### config.mk
export PLATFORM = sky130hd
export DESIGN_NAME = bitstream_packer_flat
export DESIGN_NICKNAME = d
export VERILOG_FILES = /design/src/rtl/bitstream_packer_if.sv /design/src/rtl/bitstream_packer.sv /design/src/flat_wrapper.sv
export SDC_FILE = /design/constraint.sdc
export NUM_CORES = 1
export LEC_CHECK = 0
export ABC_AREA = 1
export CELL_PAD_IN_SITES_DETAIL_PLACEMENT = 0
export CELL_PAD_IN_SITES_GLOBAL_PLACEMENT = 1
export CORE_ASPECT_RATIO = 1.75
export CORE_MARGIN = 3
export CORE_UTILIZATION = 45
export CTS_CLUSTER_DIAMETER = 120
export CTS_CLUSTER_SIZE = 8
export DETAILED_ROUTE_END_ITERATION = 8
export PLACE_DENSITY_LB_ADDON = 0.1
export SYNTH_ARGS = -nofsm -noshare
export SYNTH_HDL_FRONTEND = slang
export SYNTH_SLANG_ARGS = --single-unit
### constraint.sdc
create_clock -name clk_i -period 7.9 [get_ports clk_i]
set_input_delay 0.79 -clock clk_i [delete_from_list [all_inputs] [get_ports clk_i]]
set_output_delay 0.79 -clock clk_i [all_outputs]
set_load 0.05 [all_outputs]
### src/rtl/bitstream_packer_if.sv
// bitstream_packer_if: code input handshake and encoded-RAM write port of bitstream_packer
interface bitstream_packer_if #(
  parameter int CODE_W = 24,
  parameter int ADDR_W = 13
);
  logic              en_i;
  logic [CODE_W-1:0] code_i;
  logic [5:0]        len_i;
  logic              valid_i;
  logic              ready_o;
  logic              flush_i;
  logic [31:0]       word_o;
  logic              word_we_o;
  logic [ADDR_W-1:0] word_addr_o;
  logic [ADDR_W:0]   word_cnt_o;
  logic              done_o;
  logic              overflow_o;
  modport master (
    output en_i, code_i, len_i, valid_i, flush_i,
    input  ready_o, word_o, word_we_o, word_addr_o, word_cnt_o, done_o, overflow_o
  );
  modport slave (
    input  en_i, code_i, len_i, valid_i, flush_i,
    output ready_o, word_o, word_we_o, word_addr_o, word_cnt_o, done_o, overflow_o
  );
endinterface

### src/rtl/bitstream_packer.sv
// bitstream_packer: packs variable-length codes MSB-first into 32-bit RAM words.
// Define PACK_ONE_PAD_EN to pad the final flushed word with 1s instead of 0s.
module bitstream_packer #(
  parameter int CODE_W    = 24,
  parameter int ADDR_W    = 13,
  parameter int MAX_WORDS = 2406
) (
  input logic clk_i,
  input logic rst_i,
  bitstream_packer_if.slave bus
);
  typedef enum logic [1:0] {IDLE, RUN, FLUSH, DONE} state_t;
  localparam logic [5:0]      CW   = 6'(CODE_W);
  localparam logic [6:0]      RMAX = 7'(64 - CODE_W);
  localparam logic [ADDR_W:0] MAXW = (ADDR_W+1)'(MAX_WORDS);
  state_t            state_q, state_d;
  logic [63:0]       acc_q, acc_d, shifted, aligned;
  logic [6:0]        cnt_q, cnt_d, scnt;
  logic [ADDR_W-1:0] addr_q, addr_d, waddr_q, waddr_d;
  logic [ADDR_W:0]   wcnt_q, wcnt_d;
  logic [31:0]       word_q, word_d, pad_bits;
  logic              we_q, we_d, ovf_q, ovf_d;
  logic [5:0]        len_c;
  logic [CODE_W-1:0] code_m;
  logic              active, full, pad, emit, fits, accept, start, ready, done;
  assign active  = (state_q == RUN || state_q == FLUSH) && bus.en_i;
  assign full    = active && cnt_q >= 7'd32;
  assign pad     = active && state_q == FLUSH && cnt_q != 7'd0 && cnt_q < 7'd32;
  assign emit    = full || pad;
  assign fits    = {1'b0, addr_q} < MAXW;
  assign accept  = bus.valid_i && ready;
  assign start   = state_q == IDLE && bus.en_i;
  assign len_c   = bus.len_i > CW ? CW : bus.len_i;
  assign code_m  = bus.code_i & ~({CODE_W{1'b1}} << len_c);
  assign aligned = {code_m, {(64-CODE_W){1'b0}}} << (CW - len_c);
  // a same-cycle emit shifts the word out first, so the new code lands at cnt-32
  assign shifted = emit ? {acc_q[31:0], 32'b0} : acc_q;
  assign scnt    = full ? cnt_q - 7'd32 : pad ? 7'd0 : cnt_q;
`ifdef PACK_ONE_PAD_EN
  assign pad_bits = pad ? 32'hFFFF_FFFF >> cnt_q[4:0] : 32'b0;
`else
  assign pad_bits = 32'b0;
`endif
  always_ff @(posedge clk_i or negedge rst_i)
    if (!rst_i) state_q <= IDLE;
    else state_q <= state_d;
  always_comb begin
    state_d = state_q;
    case (state_q)
      IDLE:    state_d = bus.en_i ? RUN : IDLE;
      RUN:     state_d = !bus.en_i ? IDLE : bus.flush_i ? FLUSH : RUN;
      FLUSH:   state_d = !bus.en_i ? IDLE : cnt_q == 7'd0 ? DONE : FLUSH;
      default: state_d = bus.en_i ? DONE : IDLE;
    endcase
  end
  always_comb begin
    ready = state_q == RUN && cnt_q <= RMAX && !bus.flush_i;
    done  = state_q == DONE;
  end
  always_comb begin
    acc_d   = state_q == IDLE ? 64'b0 : accept ? shifted | (aligned >> scnt) : shifted;
    cnt_d   = state_q == IDLE ? 7'd0 : scnt + (accept ? {1'b0, len_c} : 7'd0);
    we_d    = emit && fits;
    word_d  = we_d ? acc_q[63:32] | pad_bits : word_q;
    addr_d  = start ? '0 : we_d ? addr_q + 1'b1 : addr_q;
    waddr_d = start ? '0 : we_d ? addr_q : waddr_q;
    wcnt_d  = start ? '0 : we_d ? wcnt_q + 1'b1 : wcnt_q;
    ovf_d   = start ? 1'b0 : ovf_q || (emit && !fits);
  end
  always_ff @(posedge clk_i or negedge rst_i)
    if (!rst_i) begin
      acc_q   <= '0;
      cnt_q   <= '0;
      addr_q  <= '0;
      waddr_q <= '0;
      wcnt_q  <= '0;
      word_q  <= '0;
      we_q    <= 1'b0;
      ovf_q   <= 1'b0;
    end else begin
      acc_q   <= acc_d;
      cnt_q   <= cnt_d;
      addr_q  <= addr_d;
      waddr_q <= waddr_d;
      wcnt_q  <= wcnt_d;
      word_q  <= word_d;
      we_q    <= we_d;
      ovf_q   <= ovf_d;
    end
  assign bus.ready_o     = ready;
  assign bus.done_o      = done;
  assign bus.word_o      = word_q;
  assign bus.word_we_o   = we_q;
  assign bus.word_addr_o = waddr_q;
  assign bus.word_cnt_o  = wcnt_q;
  assign bus.overflow_o  = ovf_q;
endmodule
### src/flat_wrapper.sv
// flat-port wrapper written by rule: the top's interface ports become plain ports
module bitstream_packer_flat 
#(
  parameter int CODE_W    = 24,
  parameter int ADDR_W    = 13,
  parameter int MAX_WORDS = 2406
)
  (clk_i, rst_i, bus_en_i, bus_code_i, bus_len_i, bus_valid_i, bus_flush_i, bus_ready_o, bus_word_o, bus_word_we_o, bus_word_addr_o, bus_word_cnt_o, bus_done_o, bus_overflow_o);
  bitstream_packer_if #(.CODE_W(CODE_W), .ADDR_W(ADDR_W)) bus_i ();
  input logic clk_i;
  input logic rst_i;
  input wire logic [$bits(bus_i.en_i)-1:0] bus_en_i;
  input wire logic [$bits(bus_i.code_i)-1:0] bus_code_i;
  input wire logic [$bits(bus_i.len_i)-1:0] bus_len_i;
  input wire logic [$bits(bus_i.valid_i)-1:0] bus_valid_i;
  input wire logic [$bits(bus_i.flush_i)-1:0] bus_flush_i;
  output wire logic [$bits(bus_i.ready_o)-1:0] bus_ready_o;
  output wire logic [$bits(bus_i.word_o)-1:0] bus_word_o;
  output wire logic [$bits(bus_i.word_we_o)-1:0] bus_word_we_o;
  output wire logic [$bits(bus_i.word_addr_o)-1:0] bus_word_addr_o;
  output wire logic [$bits(bus_i.word_cnt_o)-1:0] bus_word_cnt_o;
  output wire logic [$bits(bus_i.done_o)-1:0] bus_done_o;
  output wire logic [$bits(bus_i.overflow_o)-1:0] bus_overflow_o;
  assign bus_i.en_i = bus_en_i;
  assign bus_i.code_i = bus_code_i;
  assign bus_i.len_i = bus_len_i;
  assign bus_i.valid_i = bus_valid_i;
  assign bus_i.flush_i = bus_flush_i;
  assign bus_ready_o = bus_i.ready_o;
  assign bus_word_o = bus_i.word_o;
  assign bus_word_we_o = bus_i.word_we_o;
  assign bus_word_addr_o = bus_i.word_addr_o;
  assign bus_word_cnt_o = bus_i.word_cnt_o;
  assign bus_done_o = bus_i.done_o;
  assign bus_overflow_o = bus_i.overflow_o;
  bitstream_packer #(.CODE_W(CODE_W), .ADDR_W(ADDR_W), .MAX_WORDS(MAX_WORDS)) u_core (.clk_i(clk_i), .rst_i(rst_i), .bus(bus_i));
endmodule
# Word-level counts from Yosys, hierarchy flattened
# Cells that the tools add are included.
dict set report word_totals {
  in_bits 35
  out_inout_bits 63
  regBits 147
  elab_cells 70
}
dict set report classes {
  n_mux 22
  bitwise 3
  order_cmp 5
  addsub 5
  shifts 3
  n_eq_ne 3
  reduce_logical 20
}
# cell n
set ops {}
lappend ops {{$mux 64} 3}
lappend ops {{$or 64x64->64} 1}
lappend ops {{$shl 64x6->64} 1}
lappend ops {{$shr 64x7->64} 1}
lappend ops {{$mux 13} 4}
lappend ops {{$mux 14} 2}
lappend ops {{$and 24x24->24} 1}
lappend ops {{$not 24->24} 1}
lappend ops {{$shl 24x6->24 const A} 1}
lappend ops {{$mux 7} 3}
lappend ops {{$add 14x1->14 const B} 1}
lappend ops {{$add 13x1->13 const B} 1}
lappend ops {{$lt 13x12->1 const B} 1}
lappend ops {{$mux 6} 2}
lappend ops {{$logic_and 1x1->1} 11}
lappend ops {{$mux 2} 4}
lappend ops {{$add 7x7->7} 1}
lappend ops {{$ge 7x6->1 const B} 1}
lappend ops {{$le 7x6->1 const B} 1}
lappend ops {{$logic_not 7->1} 1}
lappend ops {{$lt 7x6->1 const B} 1}
lappend ops {{$reduce_bool 7->1} 1}
lappend ops {{$sub 7x6->7 const B} 1}
lappend ops {{$gt 6x5->1 const B} 1}
lappend ops {{other kinds (9)} 15}

# Logic depth before layout (Yosys ltp)
dict set report depth {
  depth_word 12
  depth_mapped 30
}

# Least setup slack after synthesis
# Ideal clock, no wire load.
dict set report synth_timing {
  kind {input -> register}
  from {input bus_len_i[3]}
  to {register u_core.acc_q[59]}
  path_stages 22
  n_path_buf 3
  arrival_ps 3372
  setup_time_ps 74
  setup_slack_ps 4454
  cell_sequence {nand2_1 > nand2_4 > nand2_4 > nand2_4 > buf_2 > ha_1 > inv_1 > ha_1 > clkbuf_1 > inv_1 > clkbuf_1 > nand2_1 > nand2_1 > nand2_1 > nand2_1 > nand2_1 > nor3_2 > inv_1 > nand2_1 > nand4_2 > or2_1 > a21oi_2}
}
dict set report synth_between {
  elab_chain_cells 10
  elab_cells_between_ends 11
  cone_classes {1 x add/sub; 1 x order compare; 3 x shift; 3 x mux; 3 x bitwise}
}
# item line
set synth_lines {}
lappend synth_lines {{from (decl)} flat_wrapper.sv:14} ;# input wire logic [$bits(bus_i.len_i)-1:0] bus_len_i;
lappend synth_lines {{$gt 6x5->1} bitstream_packer.sv:33} ;# assign len_c = bus.len_i > CW ? CW : bus.len_i;
lappend synth_lines {{$mux 6 (*)} bitstream_packer.sv:33}
lappend synth_lines {{$shl 24x6->24} bitstream_packer.sv:34} ;# assign code_m = bus.code_i & ~({CODE_W{1'b1}} << len_c);
lappend synth_lines {{$not 24->24} bitstream_packer.sv:34}
lappend synth_lines {{$and 24x24->24} bitstream_packer.sv:34}
lappend synth_lines {{$shl 64x6->64 (*)} bitstream_packer.sv:35} ;# assign aligned = {code_m, {(64-CODE_W){1'b0}}} << (CW - len_c);
lappend synth_lines {{$shr 64x7->64 (*)} bitstream_packer.sv:61} ;# acc_d = state_q == IDLE ? 64'b0 : accept ? shifted | (aligned >> scnt) : shifted;
lappend synth_lines {{$or 64x64->64 (*)} bitstream_packer.sv:61}
lappend synth_lines {{$mux 64 (*) (2 in a row)} bitstream_packer.sv:61}
lappend synth_lines {{via u_core.acc_d[59]} bitstream_packer.sv:17} ;# logic [63:0] acc_q, acc_d, shifted, aligned;
lappend synth_lines {{to (signal assigned)} bitstream_packer.sv:72} ;# acc_q <= '0;
lappend synth_lines {{to (signal assigned)} bitstream_packer.sv:81} ;# acc_q <= acc_d;
lappend synth_lines {{to (decl)} bitstream_packer.sv:17}
# The timed path passes the listed nets; every way through them passes the cells marked *.
# A chain may end at the register's enable or synchronous reset.

# Final worst setup path
dict set report layout_timing {
  from {input bus_len_i[5]}
  to {register u_core.acc_q[33]}
}
# Same word-level chain as after synthesis.

==> reports/qor.yml <==
outcome:
  status: "complete, no violations"
synthesis:
  yosysSeqAreaShare_pct: 35.6
  synth_warnings: 0
  synth_fp_nets: 1571
  netlist.area_leader.share_pct: 35.6
  yosys.cell_types.count: 51
  postSynthCellCount: 1518
  ys_async_sr_fraction_pct: 100
  synthTopCellsByCount: "nand2_1 (407), nand3_1 (267), dfrtp_1 (147), inv_1 (132), o21ai_0 (99)"
  synth_most_common_cell: "nand2_1"
  avgSynthCellArea_um2: 6.82
  yosys_most_used_dff: "dfrtp_1"
  netlist_area_um2: 10300
  yosys-top-cells-area: "dfrtp_1 (36%), nand2_1 (15%), nand3_1 (13%), inv_1 (4.8%), o21ai_0 (4.8%)"
  yosysTopAreaCell: "dfrtp_1"
  ys_seq_elements: 147
  synth-edff-count: 0
clock_network:
  postCtsSetupBuffers: 0
  cts_buffer_depth: 2
  numClockSinks: 147
  cts-root-buf: "clkbuf_16"
  cts_tree: "done"
  cts.repair.resized: 0
  worstSkewPairLatency_ps: 410
  cts_buffers: 17
  hold_buffers: 0
  cts_max_level: 4
  path_clk_slew_ps: 60
timing:
  setup_viol: 0
  fin_crit_sh_pct: 65.0
  hold_viol_final: 0
  rsz0062_at_grt: "false"
  setup_tns_ps: 0
  max_slew_margin_pct: 24.1
  fin_ws_ps: 2770
  timing.fmax_ghz: 0.195
  finalMaxSlewViolations: 0
  clock_skew_ps: 7.74
  fin_crit_ps: 5130
  tightest_slew_ps: 1130
detailed_routing:
  firstDrtPassIters: 6
  drtIter0Drc: 828
  wire_per_inst_um: 17.9
  viasPerCell: 5.52
  post-route-drc-count: 0
  drtAntennaViolNets: 0
  vias: 10300
  routed_wl_um: 33500
worst_setup_path:
  path_buf_inv: 3
  cp-start-kind: "input pin"
  path_cells: "clkdlybuf4s50_1 > nor2_1 > nand2_1 > nand2_4 > nand2_4 > inv_2 > ha_1 > inv_1 > nand2_1 > a21oi_1 > o21ai_0 > a21oi_1 > nand2_1 > nand2_1 > o21ai_1 > nand3_1 > nand3_1 > nand2_1 > nand2_1 > nand3_1 > a21oi_1"
  r2r_end: "u_core.addr_q[6]"
  criticalPathCategory: "in -> reg"
  cpMaxStageDelayCell: "ha_1"
  rrSetupSlack_ps: 2800
  crit_family: "simple AND/OR/NAND/NOR gates"
  cp_num_cells: 21
  cpPeakStageDelay_ps: 790
  reg2reg_depth: 16
  worstPathArrival_ps: 5460
  rr_startpoint: "u_core.cnt_q[3]"
  endpoint_kind: "flip-flop"
  path_max_fanout: 31
  cp_common_cell: "nand2_1"
  required_ps: 8220
floorplanning:
  start_util_pct: 46.3
  die_h_um: 207
  core_um2: 22300
  rows: 72
  ioPinCount: 98
  die-area_um2: 24900
  dieWidth_um: 121
grt:
  use_met1_pct: 27.6
  grt_use_total_pct: 27.5
  grt_use_met3_pct: 2.97
  grt_pass1_vias: 10300
  grt_busiest_layer: "met2"
  gr-usage-met2_pct: 51.8
  antenna_found_initial: 0
  grt_start_max_net_pins: 88
  gr-total-overflow: 0
  grt_pass1_wl_um: 53900
placement:
  post-place-ws_ps: 2340
  port_buffers: 97
  gp_congestion: 0.953
  dp_hpwl_um: 25700
finish:
  drive_gt1_share_pct: 8.54
  seqCellArea_um2: 3680
  diodes: 0
  multi_input_area_um2: 5710
  fill_cells: 2297
  nets: 1610
  syn_to_final_growth_pct: 16.6
power:
  power_leakage_nw: 5.58
  ir_drop_mv: 0.143
  power_density_nw_per_um2: 300
flow_run:
  max_cap_violations: 0
min_path:
  min_path_type: "in -> async"
==> report_power, final <==
part	switching (W)	internal (W)	total, W
Combinational	0.00120	0.000485	0.00169
Sequential	0.0000775	0.000909	0.000987
Clock	0.000314	0.000633	0.000947
==> how the worst max path moves through the flow <==
stage	slack [ps]	startpoint	to
after floorplan	4450	bus_len_i[3]	u_core.acc_q[59]
after global placement	2350	bus_en_i	u_core.cnt_q[6]
after detailed placement	2340	bus_en_i	u_core.cnt_q[6]
after CTS	2760	u_core.cnt_q[3]	u_core.addr_q[6]
after global routing	2230	u_core.cnt_q[3]	u_core.addr_q[6]
final	2770	bus_len_i[5]	u_core.acc_q[33]
==> cell usage in the layout (no fill, tap or decap), types with 13 or more instances in the layout <==
| master | n |
|---|---|
| buf_4 | 14 |
| inv_1 | 132 |
| ha_1 | 16 |
| a21oi_2 | 13 |
| nand3_1 | 267 |
| nor2_1 | 58 |
| clkdlybuf4s50_1 | 96 |
| nand2_2 | 16 |
| dfrtp_1 | 147 |
| nor3_1 | 21 |
| o21ai_0 | 99 |
| o21ai_1 | 27 |
| nand4_1 | 30 |
| clkbuf_16 | 17 |
| nand2_1 | 406 |
| nand3_2 | 24 |
| a21oi_1 | 89 |
==> through the flow <==
stage	cells	power (W)	util (%)	area [um^2]	hold slack [ps]
after floorplan	1518	0.00218	-	10300	446
after global placement	1834	0.00267	50.9	11400	466
after detailed placement	1834	0.00269	50.9	11400	470
after CTS	1865	0.00364	54.0	12100	451
after global routing	1865	0.00385	54.0	12100	467
final	1865	0.00362	54.0	12100	432
==> state kept, by name, summed over array words and instances, names as in the netlist <==
name / count
u_core.bus.word_addr_o: 13
u_core.addr_q: 13
u_core.acc_q: 64
u_core.bus.word_cnt_o: 14
u_core.state_q: 2
u_core.bus.overflow_o: 1
u_core.bus.word_we_o: 1
u_core.bus.word_o: 32
u_core.cnt_q: 7
==> kinds of logic after synthesis <==
family          after synthesis  synth area share (%)
mux                           1                0.0968
xor+xnor                      4                 0.520
flops                       147                  35.6
buf+inv                     234                  9.47
simple gates                852                  38.2
other cells                   1                0.0362
compound gates              261                  13.9
fa+ha+maj                    18                  2.25
==> area by class of cell <==
class                   count  share of cell area, %
flip-flops and latches    147                   30.5
inverters                 143                   4.45
repair buffers            111                   8.93
multi-input cells        1137                   47.3
well taps                 296                   3.07
clock inverters            13                   2.11
clock buffers              18                   3.64
==> routing by layer <==
metal  vias up  share of wire, %
li1       5138                 -
met1      4757                36
met2       287                54
met3       104               2.8
met4         0               7.9
met5         -                 0
No activity file was read; power rests on OpenSTA's default activity.
